`src/rtl/tmr_fault_monitor_pkg.sv`:
```
// rtl/tmr_fault_monitor_pkg.sv - shared error codes and FSM states for the TMR fault monitor
package tmr_fault_monitor_pkg;

    localparam logic [1:0] ERR_NONE = 2'd0;
    localparam logic [1:0] ERR_A    = 2'd1;
    localparam logic [1:0] ERR_B    = 2'd2;
    localparam logic [1:0] ERR_C    = 2'd3;

    typedef enum logic [1:0] {
        MON  = 2'd0,
        REQ  = 2'd1,
        HOLD = 2'd2
    } fsm_state_t;

endpackage

```
`src/rtl/tmr_sat_counter.sv`:
```
// rtl/tmr_sat_counter.sv - saturating counter with clear, restart-at-one and increment
module tmr_sat_counter #(
    parameter int WIDTH = 4,
    parameter int MAX   = 15
) (
    input  logic             clk,
    input  logic             rst_n,
    input  logic             clr,
    input  logic             start,
    input  logic             inc,
    output logic [WIDTH-1:0] count
);

    localparam logic [WIDTH-1:0] MAX_VAL = WIDTH'(MAX);

    // clear beats restart beats increment; increment stops at MAX
    always_ff @(posedge clk or negedge rst_n) begin
        if (!rst_n) begin
            count <= '0;
        end else if (clr) begin
            count <= '0;
        end else if (start) begin
            count <= WIDTH'(1);
        end else if (inc && (count != MAX_VAL)) begin
            count <= count + WIDTH'(1);
        end
    end

endmodule

```
`src/rtl/tmr_fault_monitor.sv`:
```
// rtl/tmr_fault_monitor.sv - TMR voter fault monitor with resync handshake; optional TMR_ERR_STATS_EN error counters
module tmr_fault_monitor
    import tmr_fault_monitor_pkg::*;
#(
    parameter int WIDTH   = 20,
    parameter int THRESH  = 4,
    parameter int HOLDOFF = 8,
    parameter int TIMEOUT = 64
) (
    input  logic             clk,
    input  logic             rst_n,
    input  logic             in_valid,
    input  logic [WIDTH-1:0] in_data,
    input  logic [1:0]       in_error,
    output logic             out_valid,
    output logic [WIDTH-1:0] out_data,
    output logic             resync_req,
    output logic [1:0]       resync_sel,
    output logic [WIDTH-1:0] resync_data,
    input  logic             resync_ack,
    output logic             busy,
    output logic             fatal
`ifdef TMR_ERR_STATS_EN
    ,
    input  logic             stats_clr,
    output logic [15:0]      err_cnt_a,
    output logic [15:0]      err_cnt_b,
    output logic [15:0]      err_cnt_c
`endif
);

    localparam int WAIT_W = $clog2(TIMEOUT + 1);

    fsm_state_t          state;
    fsm_state_t          state_next;
    logic                set_fatal;
    logic [1:0]          cons_id;
    logic [3:0]          cons_cnt;
    logic [WAIT_W-1:0]   wait_cnt;
    logic [7:0]          hold_cnt;
    logic                trk_err;
    logic                trk_same;
    logic                trigger;
    logic                trk_clr;
    logic                trk_start;
    logic                trk_inc;

    // the tracker only listens in MON; HOLD pins the run length at zero
    assign trk_err   = (state == MON) && in_valid && (in_error != ERR_NONE);
    assign trk_same  = (in_error == cons_id);
    assign trigger   = trk_err && trk_same && (cons_cnt == 4'(THRESH - 1));
    assign trk_clr   = (state == HOLD) || trigger ||
                       ((state == MON) && in_valid && (in_error == ERR_NONE));
    assign trk_start = trk_err && !trk_same;
    assign trk_inc   = trk_err && trk_same;

    tmr_sat_counter #(.WIDTH(4), .MAX(THRESH)) u_cons_cnt (
        .clk   (clk),
        .rst_n (rst_n),
        .clr   (trk_clr),
        .start (trk_start),
        .inc   (trk_inc),
        .count (cons_cnt)
    );

    assign resync_req = (state == REQ);
    assign busy       = (state != MON);

    // state register
    always_ff @(posedge clk or negedge rst_n) begin
        if (!rst_n) begin
            state <= MON;
        end else begin
            state <= state_next;
        end
    end

    // next state; an ack in the timeout cycle still wins
    always_comb begin
        state_next = state;
        set_fatal  = 1'b0;
        case (state)
            MON: begin
                if (trigger) state_next = REQ;
            end
            REQ: begin
                if (resync_ack) begin
                    state_next = HOLD;
                end else if (wait_cnt == WAIT_W'(TIMEOUT - 1)) begin
                    state_next = MON;
                    set_fatal  = 1'b1;
                end
            end
            HOLD: begin
                if (hold_cnt == 8'd1) state_next = MON;
            end
            default: state_next = MON;
        endcase
    end

    // pass-through, resync payload capture, wait/hold timers, sticky fatal, run id
    always_ff @(posedge clk or negedge rst_n) begin
        if (!rst_n) begin
            out_valid   <= 1'b0;
            out_data    <= '0;
            resync_sel  <= ERR_NONE;
            resync_data <= '0;
            wait_cnt    <= '0;
            hold_cnt    <= '0;
            fatal       <= 1'b0;
            cons_id     <= ERR_NONE;
        end else begin
            out_valid <= in_valid;
            if (in_valid) out_data <= in_data;
            if (trigger) begin
                resync_sel  <= in_error;
                resync_data <= in_data;
            end
            if (state == MON) begin
                wait_cnt <= '0;
            end else if (state == REQ) begin
                wait_cnt <= wait_cnt + WAIT_W'(1);
            end
            if ((state == REQ) && resync_ack) begin
                hold_cnt <= 8'(HOLDOFF);
            end else if (state == HOLD) begin
                hold_cnt <= hold_cnt - 8'd1;
            end
            if (set_fatal) fatal <= 1'b1;
            if (trk_start) cons_id <= in_error;
        end
    end

`ifdef TMR_ERR_STATS_EN
    tmr_sat_counter #(.WIDTH(16), .MAX(16'hFFFF)) u_cnt_a (
        .clk   (clk),
        .rst_n (rst_n),
        .clr   (stats_clr),
        .start (1'b0),
        .inc   (in_valid && (in_error == ERR_A)),
        .count (err_cnt_a)
    );

    tmr_sat_counter #(.WIDTH(16), .MAX(16'hFFFF)) u_cnt_b (
        .clk   (clk),
        .rst_n (rst_n),
        .clr   (stats_clr),
        .start (1'b0),
        .inc   (in_valid && (in_error == ERR_B)),
        .count (err_cnt_b)
    );

    tmr_sat_counter #(.WIDTH(16), .MAX(16'hFFFF)) u_cnt_c (
        .clk   (clk),
        .rst_n (rst_n),
        .clr   (stats_clr),
        .start (1'b0),
        .inc   (in_valid && (in_error == ERR_C)),
        .count (err_cnt_c)
    );
`endif

endmodule

```
`config.mk`:
```
export PLATFORM = sky130hd
export DESIGN_NAME = tmr_fault_monitor
export DESIGN_NICKNAME = d
export VERILOG_FILES = /design/src/rtl/tmr_fault_monitor_pkg.sv /design/src/rtl/tmr_sat_counter.sv /design/src/rtl/tmr_fault_monitor.sv
export SDC_FILE = /design/constraint.sdc
export NUM_CORES = 1
export LEC_CHECK = 0
export BUFFER_PORTS_ARGS = -buffer_cell sky130_fd_sc_hd__buf_2
export CAP_MARGIN = 40
export CORE_MARGIN = 2
export CORE_UTILIZATION = 48
export CTS_CLUSTER_DIAMETER = 30
export DETAILED_ROUTE_END_ITERATION = 8
export GPL_ROUTABILITY_DRIVEN = 1
export PLACE_DENSITY = 0.76
export REMOVE_ABC_BUFFERS = 1
export SYNTH_ARGS = -nofsm -noshare
export SYNTH_HDL_FRONTEND = slang
export SYNTH_HIERARCHICAL = 1
export SYNTH_SLANG_ARGS = --single-unit
```
`constraint.sdc`:
```
create_clock -name clk -period 1.6 [get_ports clk]
set_input_delay 0 -clock clk [delete_from_list [all_inputs] [get_ports clk]]
set_output_delay 0 -clock clk [all_outputs]
set_load 0.02 [all_outputs]
```
==> results of run 1 <==
==> power by group <==
group	internal, mW	total, mW	switching (mW)
logic	0.155	0.333	0.178
clock network	0.762	1.44	0.682
registers	1.74	1.77	0.0257
total	2.66	3.55	0.886
==> final cells by class <==
class	count	area share
Sequential cell	67	0.416
Multi-Input combinational cell	138	0.299
Timing Repair Buffer	118	0.203
Clock buffer	10	0.0341
Tap cell	75	0.0233
Clock inverter	6	0.0158
Inverter	10	0.00930
Antenna cell	1	0.000620
==> cells in the final DEF, fill, tap and decap left out, drive strengths merged, types with 4 or more instances in the layout <==
master / instances
mux2: 46
inv: 11
dlygate4sd3: 24
dfrtp: 67
clkbuf: 10
buf: 94
ha: 5
nand2: 14
nor2: 12
a21oi: 7
nand3: 8
xnor2: 4
a22o: 4
==> per-stage QoR <==
step	hold slack [ns]	area, µm²	power, mW	worst slack (ns)	TNS [ns]
2_1_floorplan	-0.296	2850	1.93	-0.270	-5.06
3_3_place_gp	0.0163	3500	2.08	-0.0102	-0.0765
3_5_place_dp	0.0253	3500	2.09	-0.0307	-0.114
4_1_cts	0.0717	4000	3.58	-0.0285	-0.285
5_1_grt	0.0954	4030	3.68	-0.113	-2.27
6_report	0.0874	4040	3.55	-0.0330	-0.168
==> metal layers <==
metal,part of all wire,routed length [µm]
met1,0.45,2900
met2,0.47,3040
met4,0.017,113
met5,0,0
met3,0.067,434
==> path summary, 6_finish.rpt <==
check	startpoint	end	slack (ns)	cells after the start
worst max-delay path	cons_id[0]	resync_data[2]	-0.03	5
worst min-delay path	in_valid	out_valid	0.09	2
worst max register to register	cons_id[0]	resync_data[2]	-0.03	5
worst min register to register	fatal	fatal	0.46	2
max in group asynchronous	rst_n	resync_data[16]	0.89	3
min in group asynchronous	rst_n	hold_cnt[3]	0.18	2
==> cells by family after synthesis <==
| family | synth area share |
|---|---|
| fa+ha+maj | 0.0215 |
| flops | 0.575 |
| mux | 0.181 |
| buf+inv | 0.0361 |
| xor+xnor | 0.0120 |
| compound gates | 0.0785 |
| simple gates | 0.0957 |
==> registers in the layout, summed over array words and instances (netlist names) <==
name              cells
cons_id               2
fatal                 1
hold_cnt              8
out_data             20
out_valid             1
resync_data          20
resync_sel            2
state                 2
u_cons_cnt/count      4
wait_cnt              7
==> worst reg2reg max path, stage by stage (launching register included) <==
cell     delay (ns)
dfrtp_1        0.39
xnor2_1        0.25
nand3_1        0.19
nor2_4         0.18
buf_12         0.17
mux2_2         0.35
==> what timing repair did <==
item                                   4_1_cts  5_1_grt
resized for setup                           14        3
setup buffers                                0        2
setup endpoints to repair                   25       32
hold buffers                                24        0
endpoints found under the hold margin       66        0
==> reports/metrics.csv, run 1 <==
metric,value,unit
outcome,"finished, violations left",
failing checks,setup timing,
met2 GRT Util,0.330,
Post-Layout Cell Count,425,
final setup margin,-0.0330,ns
Tightest Pin Transition,0.577,ns
Final ANT Viol Nets,0,
M3 GR Usage,0.0659,
placed cells,382,
Yosys reg bits,67,
gr usage total,0.213,
Seq. cell area,0.00168,mm²
Max-Slew Margin vs Limit,0.616,
Final #Nets,375,
"area leader, netlist",dfrtp_1,
CTS max path bufs,2,
average wire per standard cell,15.2,µm
Num CTS Buffers,9,
# setup viols final,11,
fin. max-slew vios,0,
vias after detailed routing,2183,
"CTS clk-pin slew, worst paths",0.08,ns
max-cap violation count,0,
crit end category,register,
IO Pins,72,
min cycle time layout,1.63,ns
Most used DFF post-synth,dfrtp_1,
Die Ht,81.9,µm
Routed Wire Length,6480,µm
filler cell count in the final layout,443,
largest fanout on the critical path,12,
cell family with the largest share of critical-path delay,flip-flops,
Die Wd,81.9,µm
top-count cell post-synth,dfrtp_1,
"Req. time, crit path",1.83,ns
CTS HTree Levels,3,
area grow syn2layout,38.4,%
syn avg cell area,13.0,µm²
CTS root buffer,clkbuf_8,
Vias/cell,5.14,
CP Class,register to register,
Clock Sink Count,67,
HPWL Detailed,4350,µm
"Core Util, Final",0.686,
share of the synthesized area in the top cell type,0.575,
area of the multi-input gates,0.00120,mm²
period utilization,1.02,
Final Hold Vio Count,0,
Startpoint Class,register,
worst skew pair latency,0.34,ns
RSZ-0062 raised after global routing,yes,
Post-synth EDFFs,0,
Commonest cells post-synth,"67 x dfrtp_1, 46 x mux2_2, 14 x nand2_1, 10 x inv_1, 10 x nor2_1",
first-pass GRT wire length,10600,µm
Die Area,0.00671,mm²
Max rail drop VDD,727,µV
Initial DRC Count,90,
"Arr. time, crit path",1.86,ns
TritonRoute pass-1 iters,4,
GR Layer Usage met1,0.271,
Post-Synthesis Cells,224,
antenna violations before repair,1,
core area,0.00589,mm²
initial core utilization,0.495,
Cell variety after synth,40,
top post-synthesis cells by area,"dfrtp_1 58%, mux2_2 18%, ha_1 2.1%, nand2_1 1.8%, buf_6 1.5%",
vias in the first global route,2241,
static leakage,2.01,nW
layout cell share with drive strength beyond 1,0.476,
TritonCTS clock tree,built,
CP max-delay cell,dfrtp_1,
# DRC,0,
Port Buffers,71,
"Seq/Total Area, Yosys",0.575,
"Cell Area, Synth",0.00292,mm²
Crit path largest cell delay,0.39,ns
Clock Skew,0.00578,ns
row cnt,28,
WP buf/inv,1,
Power Dens Cells,879,mW/mm²
total gr overflow,0,
fraction of registers with async set/reset,1.00,
Achievable Freq,0.612,GHz
Yosys warning count,6,
largest net degree at the start of global routing,26,
busiest grt layer,met2,
RePlAce Congestion,0.821,
HP Class,input pin to register,
crit path cell chain,xnor2_1 -> nand3_1 -> nor2_4 -> buf_12 -> mux2_2,
Power figures use the tool's default switching activity.
==> run 2: changes to the inputs <==
--- a/config.mk
+++ b/config.mk
@@ -5,6 +5,7 @@
 export SDC_FILE = /design/constraint.sdc
 export NUM_CORES = 1
 export LEC_CHECK = 0
+export ABC_AREA = 1
 export BUFFER_PORTS_ARGS = -buffer_cell sky130_fd_sc_hd__buf_2
 export CAP_MARGIN = 40
 export CORE_MARGIN = 2
@@ -12,7 +13,7 @@
 export CTS_CLUSTER_DIAMETER = 30
 export DETAILED_ROUTE_END_ITERATION = 8
 export GPL_ROUTABILITY_DRIVEN = 1
-export PLACE_DENSITY = 0.76
+export PLACE_DENSITY = 0.75
 export REMOVE_ABC_BUFFERS = 1
 export SYNTH_ARGS = -nofsm -noshare
 export SYNTH_HDL_FRONTEND = slang
==> reports/metrics.csv, run 2 <==
metric,value,unit
TritonCTS clock tree,built,
vias after detailed routing,2567,
share of the synthesized area in the top cell type,0.551,
"Cell Area, Synth",0.00304,mm²
syn avg cell area,9.54,µm²
fraction of registers with async set/reset,1.00,
CTS root buffer,clkbuf_8,
CP Class,register to output port,
Die Ht,83.6,µm
worst r2r src,state[0],
"Req. time, crit path",1.60,ns
"Arr. time, crit path",1.47,ns
worst skew pair latency,0.34,ns
Clock Skew,0.00998,ns
IO Pins,72,
Num CTS Buffers,9,
top post-synthesis cells by area,"dfrtp_1 55%, nand2_1 11%, mux2_2 7.4%, nand4_1 5.3%, inv_1 3.0%",
crit path launch,state[1],
Initial DRC Count,153,
min cycle time layout,1.47,ns
outcome,"finished, violations left",
biggest regs,"out_data (20), resync_data (20), hold_cnt (8)",
Post-Synthesis Cells,319,
Routed Wire Length,6880,µm
average wire per standard cell,13.5,µm
Max rail drop VDD,607,µV
max-cap violation count,0,
CP most frequent cell,buf_4,
Final #Nets,459,
period utilization,0.918,
Commonest cells post-synth,"90 x nand2_1, 67 x dfrtp_1, 26 x nand4_1, 24 x inv_1, 24 x nor2_1",
TritonRoute pass-1 iters,4,
Yosys reg bits,67,
"Seq/Total Area, Yosys",0.551,
gr usage total,0.216,
crit end category,output port,
Achievable Freq,0.681,GHz
Clock Sink Count,67,
CP max-delay cell,dfrtp_1,
antenna violations before repair,0,
vias in the first global route,2614,
static leakage,2.06,nW
initial core utilization,0.488,
WHS Path Cells,2,
largest fanout on the critical path,6,
HPWL Detailed,4490,µm
layout cell share with drive strength beyond 1,0.314,
"Design Area, Final",0.00398,mm²
Most used DFF post-synth,dfrtp_1,
fin. max-slew vios,0,
"area leader, netlist",dfrtp_1,
Crit path largest cell delay,0.41,ns
"commonest non-fill, non-tap cell in the layout",nand2_1,
Antenna diodes,0,
core area,0.00624,mm²
# setup viols final,0,
HP Class,input pin to register,
row cnt,29,
Vias/cell,5.03,
Max-Slew Margin vs Limit,0.759,
worst reg2reg path depth,10,
min-delay src,in_valid,
# DRC,0,
"CTS clk-pin slew, worst paths",0.08,ns
RePlAce Congestion,0.895,
"commonest cells after routing, fill and taps aside","90 x nand2_1, 71 x buf_2, 67 x dfrtp_1, 26 x nand4_1",
Overall Power,3.51,mW
CTS max path bufs,2,
Final ANT Viol Nets,0,
Port Buffers,71,
Startpoint Class,register,
Post-synth EDFFs,0,
Final Hold Vio Count,1,
total gr overflow,0,
Die Wd,83.6,µm
crit path cell chain,buf_4 -> inv_2 -> nand2_1 -> buf_4 -> inv_1 -> buf_2,
largest net degree at the start of global routing,68,
Yosys warning count,6,
Cell variety after synth,31,
first-pass GRT wire length,12100,µm
Die Area,0.00699,mm²
Power Dens Cells,882,mW/mm²
area grow syn2layout,30.7,%
CTS HTree Levels,3,
RSZ-0062 raised after global routing,no,
Tightest Pin Transition,0.361,ns
worst hold slack,-0.00338,ns
failing checks,hold timing,
Placed Area,0.00352,mm²
top-count cell post-synth,nand2_1,
[run 2: cell count changes after synthesis, sizes merged, moves of 12 or more]
cell / change
inv: +18
mux2: -26
nand2: +79
nand4: +25
nor2: +16
o21ai: +12
[run 2: path summary, 6_finish.rpt]
kind                                             to  slack [ns]
worst max-delay path                     resync_req        0.13
worst min-delay path                    out_data[8]      -0.003
worst max register to register  u_cons_cnt/count[0]        0.15
worst min register to register       resync_data[7]        0.47
max in group asynchronous       u_cons_cnt/count[3]        1.10
min in group asynchronous               out_data[8]        0.20
[run 2: cell type report]
type	count	area (µm²)
Fill cell	533	2260
Sequential cell	67	1680
Multi-Input combinational cell	214	1200
Timing Repair Buffer	108	706
Clock buffer	9	124
Inverter	28	105
Tap cell	77	96.3
Clock inverter	7	68.8
[run 2: timing repair]
item | CTS | global route
setup endpoints to repair | 0 | 4
hold buffers | 24 | 0
setup buffers | 0 | 2
endpoints found under the hold margin | 113 | 0
resized for setup | 0 | 2
[run 2: critical path: cells and delay by family, from the launching register on]
family / cells / cell delay (ns)
buffers and inverters: 5 / 0.64
DFF: 1 / 0.41
and+or+nand+nor: 1 / 0.07
[run 2: routing by layer]
metal | up-vias | global-route usage | part of all wire
li1 | 1271 | - | -
met1 | 1230 | 0.276 | 0.45
met2 | 56 | 0.357 | 0.49
met3 | 10 | 0.0504 | 0.051
met4 | 0 | 0.0880 | 0.016
met5 | - | 0 | 0
[run 2: where the power goes]
part           switching [mW]  internal, mW  total [mW]
sequential             0.0257          1.74        1.77
clock                   0.681         0.713        1.39
combinational           0.189         0.153       0.342
total                   0.895          2.61        3.51
[run 2: kinds of logic (layout without fill, tap and decap cells)]
logic type | after synthesis | after routing | share of synthesized area
xor+xnor | 1 | 1 | 0.00288
flops | 67 | 67 | 0.551
buf+inv | 38 | 152 | 0.0563
mux | 20 | 20 | 0.0740
simple gates | 168 | 168 | 0.259
fa+ha+maj | 5 | 5 | 0.0206
compound gates | 20 | 20 | 0.0358
[run 2: per-stage QoR]
stage	hold slack [ns]	cells	setup TNS (ns)	worst slack, ns	utilization
finish	-0.00338	510	0	0.131	0.637
global route	0.0130	510	0	0.0122	0.637
CTS	0.00438	508	0	0.0592	0.634
detailed placement	0.0459	468	0	0.113	0.565
global placement	0.0472	468	0	0.167	0.565
floorplan	-0.296	309	-6.29	-0.425	-
